==> config.mk <==
export PLATFORM = sky130hd
export DESIGN_NAME = sdram_arbiter
export DESIGN_NICKNAME = d
export VERILOG_FILES = /design/src/rtl/sdram_arb_pkg.sv /design/src/rtl/rd_tag_fifo.sv /design/src/rtl/sdram_arbiter.sv
export SDC_FILE = /design/constraint.sdc
export NUM_CORES = 1
export LEC_CHECK = 0
export CAP_MARGIN = 10
export CORE_UTILIZATION = 28
export CTS_CLUSTER_SIZE = 24
export DETAILED_ROUTE_END_ITERATION = 10
export PLACE_DENSITY = 0.51
export SETUP_SLACK_MARGIN = 0.05
export SKIP_LAST_GASP = 1
export SYNTH_ARGS = -nofsm -noshare
export SYNTH_HDL_FRONTEND = slang
export SYNTH_SLANG_ARGS = --single-unit
==> constraint.sdc <==
create_clock -name clk -period 2.18 [get_ports clk]
set_clock_uncertainty 0.05 [all_clocks]
set_input_delay 0.436 -clock clk [delete_from_list [all_inputs] [get_ports clk]]
set_output_delay 0.436 -clock clk [all_outputs]
set_load 0.005 [all_outputs]
==> src/rtl/sdram_arb_pkg.sv <==
// Shared definitions for the SDRAM port arbiter: ownership states,
// read-tag owner encoding and a constant-width helper.
package sdram_arb_pkg;

   typedef enum logic [1:0] {
      ST_USER    = 2'd0,
      ST_SPI     = 2'd1,
      ST_RELEASE = 2'd2
   } arb_state_t;

   localparam logic TAG_USER = 1'b0;
   localparam logic TAG_SPI  = 1'b1;

   // Ceiling log2, never less than 1 so it can size a counter directly.
   function automatic int clog2(input int value);
      int result;
      result = 0;
      while ((1 << result) < value) begin
         result = result + 1;
      end
      return (result < 1) ? 1 : result;
   endfunction

endpackage

==> src/rtl/rd_tag_fifo.sv <==
// Small FIFO remembering which requester issued each outstanding read.
// The head entry is visible combinationally so a returning rd_ready can be
// routed in the same cycle it arrives.
module rd_tag_fifo
   import sdram_arb_pkg::*;
#(
   parameter int DEPTH = 4
) (
   input  logic clk,
   input  logic rst_n,
   input  logic push,
   input  logic pop,
   input  logic din,
   output logic dout,
   output logic full,
   output logic empty
);

   localparam int PW = clog2(DEPTH);

   logic [DEPTH-1:0] mem;
   logic [PW:0]      wr_ptr;
   logic [PW:0]      rd_ptr;
   logic             do_push;
   logic             do_pop;

   assign empty   = (wr_ptr == rd_ptr);
   assign full    = (wr_ptr[PW] != rd_ptr[PW]) && (wr_ptr[PW-1:0] == rd_ptr[PW-1:0]);
   assign do_pop  = pop && !empty;
   assign do_push = push && (!full || do_pop);
   assign dout    = mem[rd_ptr[PW-1:0]];

   // Pointer and storage update; push and pop may happen together.
   always_ff @(posedge clk) begin
      if (!rst_n) begin
         mem    <= '0;
         wr_ptr <= '0;
         rd_ptr <= '0;
      end else begin
         if (do_push) begin
            mem[wr_ptr[PW-1:0]] <= din;
            wr_ptr              <= wr_ptr + 1'b1;
         end
         if (do_pop) begin
            rd_ptr <= rd_ptr + 1'b1;
         end
      end
   end

endmodule

==> src/rtl/sdram_arbiter.sv <==
// Shares the single SDRAM controller port between the latency-critical SPI
// read path and the best-effort user command path. SPI takes the port
// combinationally on spi_lock; user requests that cannot go out are parked
// in a one-entry slot and replayed after a holdoff window.
module sdram_arbiter
   import sdram_arb_pkg::*;
#(
   parameter int ADDR_BITS   = 25,
   parameter int TAG_DEPTH   = 4,
   parameter int HOLDOFF     = 4,
   parameter int MAX_INHIBIT = 4096
) (
   input  logic                 clk,
   input  logic                 rst_n,
   input  logic                 spi_lock,
   input  logic                 spi_enable,
   input  logic [ADDR_BITS-1:0] spi_addr,
   input  logic                 spi_pause_cas,
   output logic                 spi_busy,
   output logic                 spi_rd_ready,
   input  logic                 user_enable,
   input  logic                 user_we,
   input  logic [ADDR_BITS-1:0] user_addr,
   input  logic [7:0]           user_wr_data,
   input  logic                 user_refresh_inhibit,
   output logic                 user_busy,
   output logic                 user_rd_ready,
   output logic                 sd_enable,
   output logic                 sd_we,
   output logic [ADDR_BITS-1:0] sd_addr,
   output logic [7:0]           sd_wr_data,
   output logic                 sd_refresh_inhibit,
   output logic                 sd_pause_cas,
   input  logic                 sd_busy,
   input  logic                 sd_rd_ready,
   output logic                 inhibit_overrun
);

   localparam int                HOLD_W    = clog2(HOLDOFF + 1);
   localparam int                WD_W      = clog2(MAX_INHIBIT + 1);
   localparam logic [HOLD_W-1:0] HOLD_LOAD = HOLD_W'(HOLDOFF - 1);
   localparam logic [WD_W-1:0]   WD_MAX    = WD_W'(MAX_INHIBIT);

   arb_state_t           state;
   arb_state_t           state_next;
   logic [HOLD_W-1:0]    hold_cnt;
   logic [HOLD_W-1:0]    hold_next;

   logic                 pend_valid;
   logic                 pend_we;
   logic [ADDR_BITS-1:0] pend_addr;
   logic [7:0]           pend_data;

   logic [WD_W-1:0]      wd_cnt;
   logic [WD_W-1:0]      wd_next;
   logic                 wd_block;
   logic                 overrun;

   logic                 owner_spi;
   logic                 user_slot_open;
   logic                 pend_issue;
   logic                 user_accept;
   logic                 pend_capture;

   logic                 mux_enable;
   logic                 mux_we;
   logic [ADDR_BITS-1:0] mux_addr;
   logic [7:0]           mux_data;
   logic                 mux_pause;
   logic                 src_inhibit;

   logic                 tag_push;
   logic                 tag_pop;
   logic                 tag_din;
   logic                 tag_dout;
   logic                 tag_full;
   logic                 tag_empty;

   assign owner_spi      = spi_lock || (state == ST_SPI);
   assign user_slot_open = !owner_spi && (state == ST_USER) && !sd_busy && !tag_full;
   assign pend_issue     = user_slot_open && pend_valid;
   assign user_accept    = user_slot_open && !pend_valid && user_enable;
   assign pend_capture   = user_enable && !pend_valid && !user_slot_open;

   // Ownership state register with the holdoff countdown.
   always_ff @(posedge clk) begin
      if (!rst_n) begin
         state    <= ST_USER;
         hold_cnt <= '0;
      end else begin
         state    <= state_next;
         hold_cnt <= hold_next;
      end
   end

   // Next ownership state: SPI lock always wins, release drains the holdoff.
   always_comb begin
      state_next = state;
      hold_next  = hold_cnt;
      case (state)
         ST_USER: begin
            if (spi_lock) begin
               state_next = ST_SPI;
            end
         end
         ST_SPI: begin
            if (!spi_lock) begin
               state_next = ST_RELEASE;
               hold_next  = HOLD_LOAD;
            end
         end
         ST_RELEASE: begin
            if (spi_lock) begin
               state_next = ST_SPI;
            end else if (hold_cnt == '0) begin
               state_next = ST_USER;
            end else begin
               hold_next = hold_cnt - 1'b1;
            end
         end
         default: begin
            state_next = ST_USER;
         end
      endcase
   end

   // One-entry parking slot for user requests that arrive while blocked.
   always_ff @(posedge clk) begin
      if (!rst_n) begin
         pend_valid <= 1'b0;
         pend_we    <= 1'b0;
         pend_addr  <= '0;
         pend_data  <= '0;
      end else if (pend_capture) begin
         pend_valid <= 1'b1;
         pend_we    <= user_we;
         pend_addr  <= user_addr;
         pend_data  <= user_wr_data;
      end else if (pend_issue) begin
         pend_valid <= 1'b0;
      end
   end

   // Controller port mux: SPI fields when it owns the port, else user or slot.
   always_comb begin
      mux_enable  = 1'b0;
      mux_we      = 1'b0;
      mux_addr    = user_addr;
      mux_data    = 8'h00;
      mux_pause   = 1'b0;
      src_inhibit = 1'b0;
      if (owner_spi) begin
         mux_enable  = spi_enable && !sd_busy && !tag_full;
         mux_addr    = spi_addr;
         mux_pause   = spi_pause_cas;
         src_inhibit = 1'b1;
      end else begin
         if (pend_valid) begin
            mux_we   = pend_we;
            mux_addr = pend_addr;
            mux_data = pend_data;
         end else begin
            mux_we   = user_we;
            mux_data = user_wr_data;
         end
         mux_enable  = pend_issue || user_accept;
         src_inhibit = (state == ST_RELEASE) ? 1'b0 : user_refresh_inhibit;
      end
   end

   assign wd_next = (wd_cnt == WD_MAX) ? wd_cnt : wd_cnt + 1'b1;

   // Refresh-inhibit watchdog: saturating run length, sticky overrun flag.
   always_ff @(posedge clk) begin
      if (!rst_n) begin
         wd_cnt   <= '0;
         wd_block <= 1'b0;
         overrun  <= 1'b0;
      end else if (src_inhibit) begin
         wd_cnt <= wd_next;
         if (wd_next == WD_MAX) begin
            wd_block <= 1'b1;
            overrun  <= 1'b1;
         end
      end else begin
         wd_cnt   <= '0;
         wd_block <= 1'b0;
      end
   end

   assign tag_push = mux_enable && !mux_we;
   assign tag_din  = owner_spi ? TAG_SPI : TAG_USER;
   assign tag_pop  = sd_rd_ready && !tag_empty;

   rd_tag_fifo #(
      .DEPTH (TAG_DEPTH)
   ) u_tag_fifo (
      .clk   (clk),
      .rst_n (rst_n),
      .push  (tag_push),
      .pop   (tag_pop),
      .din   (tag_din),
      .dout  (tag_dout),
      .full  (tag_full),
      .empty (tag_empty)
   );

   assign sd_enable          = rst_n && mux_enable;
   assign sd_we              = rst_n && mux_we;
   assign sd_addr            = rst_n ? mux_addr : '0;
   assign sd_wr_data         = rst_n ? mux_data : 8'h00;
   assign sd_pause_cas       = rst_n && mux_pause;
   assign sd_refresh_inhibit = rst_n && src_inhibit && !wd_block;
   assign spi_busy           = rst_n && (sd_busy || tag_full);
   assign user_busy          = !rst_n || owner_spi || (state != ST_USER) || sd_busy
                               || pend_valid || tag_full;
   assign spi_rd_ready       = rst_n && tag_pop && (tag_dout == TAG_SPI);
   assign user_rd_ready      = rst_n && tag_pop && (tag_dout == TAG_USER);
   assign inhibit_overrun    = rst_n && overrun;

endmodule

==> metrics.md <==
| Metric | Value |
|---|---|
| Starting density of the core | `0.291` |
| Final wirelength | `10.0 mm` |
| Slew HR | `0.713` |
| GPL Wtd Cong | `0.756` |
| Main synth FF type | `dfxtp_1` |
| Post-synth ARST share | `0` |
| Clock Sinks | `65` |
| Worst reg2reg startpoint | `wd_cnt[9]` |
| Internal | `2.51 mW` |
| CTS tree | `done` |
| Synth Area in XOR/XNOR | `0.0471` |
| Switching power total | `0.900 mW` |
| Leading area contributor after synthesis | `dfxtp_1` |
| Synth Area in Compound Gates | `0.157` |
| RSZ-0062 raised after global routing | `yes` |
| First-pass DRT Iterations | `4` |
| Area growth from synthesis to layout | `50.9%` |
| Worst hold path type | `flop to flop` |
| Main combinational cell family by area after synthesis | `simple AND/OR/NAND/NOR gates` |
| Multiplexer share of the synthesized area | `0.126` |
| I/O Buffers | `109` |
| CP Max Fanout | `18` |
| Hold WS | `418 ps` |
| Average vias per placed instance | `4.66` |
| RR Endpoint | `wd_block` |
| Hold_sp | `pend_addr[19]` |
| Total gr overflow | `0` |
| Post-Syn Area | `3720 sq um` |
| Share of cells above drive strength 1 | `0.166` |
| Crit. End Element | `output port` |
| FF/Latch Area | `1320 sq um` |
| N_diodes | `0` |
| Flop2flop setup slack | `190 ps` |
| Placed cell count | `729` |
| Largest cells by area after synthesis | `dfxtp_1 (35%), mux2i_1 (12%), nand2_1 (7.9%), o211a_1 (7.5%), nand3_1 (5.5%)` |
| Drt wl/cell | `13.3 um` |
| Post-synthesis cell type count | `49` |
| Clock transition at path regs | `60 ps` |
| Vias in the first global route | `3,425` |
| Mapped Nets | `530` |
| HPWL Detailed | `7.12 mm` |
| Share of the synthesized area in the top cell type | `0.350` |
| Worst-Margin Slew | `427 ps` |
| Largest net degree at the start of global routing | `69` |
| CP required | `1690 ps` |
| Endpoints failing hold | `0` |
| IO Pins | `110` |
| Die width | `117 um` |
| Syn Inst Count | `453` |
| Violated checks | `negative setup slack` |
| Post-synthesis sequential area ratio | `0.350` |
| CP startpoint | `state[0]` |
| Final worst path period share | `1.07` |
| Total track usage | `0.154` |
| Max Slew Vio Count | `0` |
| Post-synth EDFFs | `0` |
| Peak VDD IR | `0.367 mV` |
| Leakage | `2.44 nW` |
| Commonest cells in the netlist | `nand2_1 (78), dfxtp_1 (65), mux2i_1 (43), nand3_1 (41), o21ai_0 (36)` |
| Hold depth | `2` |
| Worst-Skew Late Latency | `330 ps` |
| CTS Hold Buffers Added | `0` |
| Root Buffer Master | `clkbuf_16` |
| Area of the multi-input gates | `2320 sq um` |
| Power per Cell Area | `608 nW/um^2` |
| Combinational share of power | `0.220` |
| Crit start category | `flop` |
| Die extent in y | `117 um` |
| Die area | `13,700 sq um` |
| Maximum root-to-sink buffer count | `2` |
| Filler cell count | `1,269` |
| CP endpoint | `sd_addr[4]` |
| H-tree Lvls | `3` |
| Clock power frac | `0.399` |
| Detail Route Antenna Nets | `0` |
| Post-Synth Adder-Cell Area | `0.0330` |
| Status | `finished with violations` |
| Iteration-0 DRC Markers | `174` |
| Synth Area in Simple Gates | `0.238` |
| Reg2reg path depth | `5` |
| Core area | `12,800 sq um` |
| Final setup vio count | `26` |
| CP Class | `flop to output port` |
| Layout Cells excl Fill | `751` |
| Initial antenna violation count | `0` |
| Final worst slack | `-163 ps` |
| Net switching fraction of the power | `0.264` |
| Cts bufs inserted | `9` |
| Max-cap violation count | `0` |
| Count leader, synth | `nand2_1` |
| DR DRC count | `0` |
| Fmax | `427 MHz` |
| Final Critical Period | `2340 ps` |
| Via Count | `3,498` |
| Worst path arrival time | `1860 ps` |
| Avg Cell Area, Syn | `8.21 sq um` |
| Yosys warnings | `0` |
| Flops & latches, synth | `65` |
| Cell Rows | `41` |
| Sequential Power Share | `0.381` |
| First-pass GRT wire length | `16.3 mm` |
| Final nets | `651` |
## critical path: stages, from the launching register on
cell	delay [ps]
dfxtp_2	320
nor2b_4	130
nor2_4	200
clkbuf_16	230
o211a_1	140
clkdlybuf4s50_1	500
## power by group through the flow
stage / logic [mW] / clock network (mW) / registers (mW)
after floorplan: 0.344 / 0 / 1.31
after global placement: 0.698 / 0 / 1.32
after detailed placement: 0.703 / 0 / 1.32
after CTS: 0.743 / 1.40 / 1.30
after global routing: 0.831 / 1.44 / 1.31
final: 0.751 / 1.36 / 1.30
## area by class of cell
cell class / instances / share of cell area
well taps: 172 / 0.0383
inverters: 11 / 0.00736
clock inverters: 5 / 0.00535
flip-flops and latches: 65 / 0.235
repair buffers: 145 / 0.256
clock buffers: 11 / 0.0450
multi-input cells: 342 / 0.413
## worst min path at each step
stage                                       to  slack, ps
after global routing      u_tag_fifo.rd_ptr[2]        430
after floorplan              u_tag_fifo.mem[2]        390
final                            pend_addr[19]        420
after global placement       u_tag_fifo.mem[3]        400
after CTS                 u_tag_fifo.rd_ptr[2]        410
after detailed placement               pend_we        410
## flip-flops by register name, indices dropped and copies added, names as in the netlist
register           cells
pend_addr             25
wd_cnt                13
pend_data              8
u_tag_fifo.mem         4
hold_cnt               3
u_tag_fifo.rd_ptr      3
u_tag_fifo.wr_ptr      3
state                  2
overrun                1
pend_valid             1
pend_we                1
wd_block               1
## layer usage
layer  vias to the layer above  share of wire  track usage
met3                        13          0.061       0.0505
li1                       1818              -            -
met4                         0          0.014       0.0489
met2                        91           0.44        0.235
met5                         -              0            0
met1                      1576           0.49        0.203
## through the flow
stage               worst slack, ps   util  instance area (sq um)  total power [mW]  TNS (ps)
floorplan                       227      -                   3720              1.65         0
global placement               -447  0.406                   5190              2.01    -19460
detailed placement             -453  0.406                   5190              2.02    -19820
CTS                            -160  0.437                   5580              3.44     -3340
global route                   -240  0.439                   5610              3.58     -5680
finish                         -163  0.439                   5610              3.41     -3730
## layout by cell type (no fill, tap or decap), types with 3 or more instances in the layout
master	count
and2_1	6
and3_1	3
buf_12	6
buf_4	25
buf_6	6
clkbuf_16	10
clkbuf_2	5
clkdlybuf4s50_1	90
clkinv_2	3
dfxtp_1	57
dfxtp_2	5
dfxtp_4	3
dlygate4sd2_1	8
ha_1	9
inv_1	11
mux2i_1	42
nand2_1	77
nand3_1	41
nor2_1	29
nor2b_1	4
o211a_1	28
o21ai_0	36
xnor2_1	9
xor2_1	9
## timing repair
item | in CTS | in global routing
gates resized for setup | 46 | 23
gates cloned | 0 | 1
endpoints found under the setup margin | 41 | 37
pin swaps | 8 | 3
setup buffers | 5 | 0
## cells by family after synthesis
kind of cell,Yosys count
adders and majority gates,10
DFF,65
buffers and inverters,46
AOI/OAI and AO/OA,80
xor gates and xnor gates,20
and+or+nand+nor,187
muxes,45
Note: power is estimated with default switching activity, not from simulation.
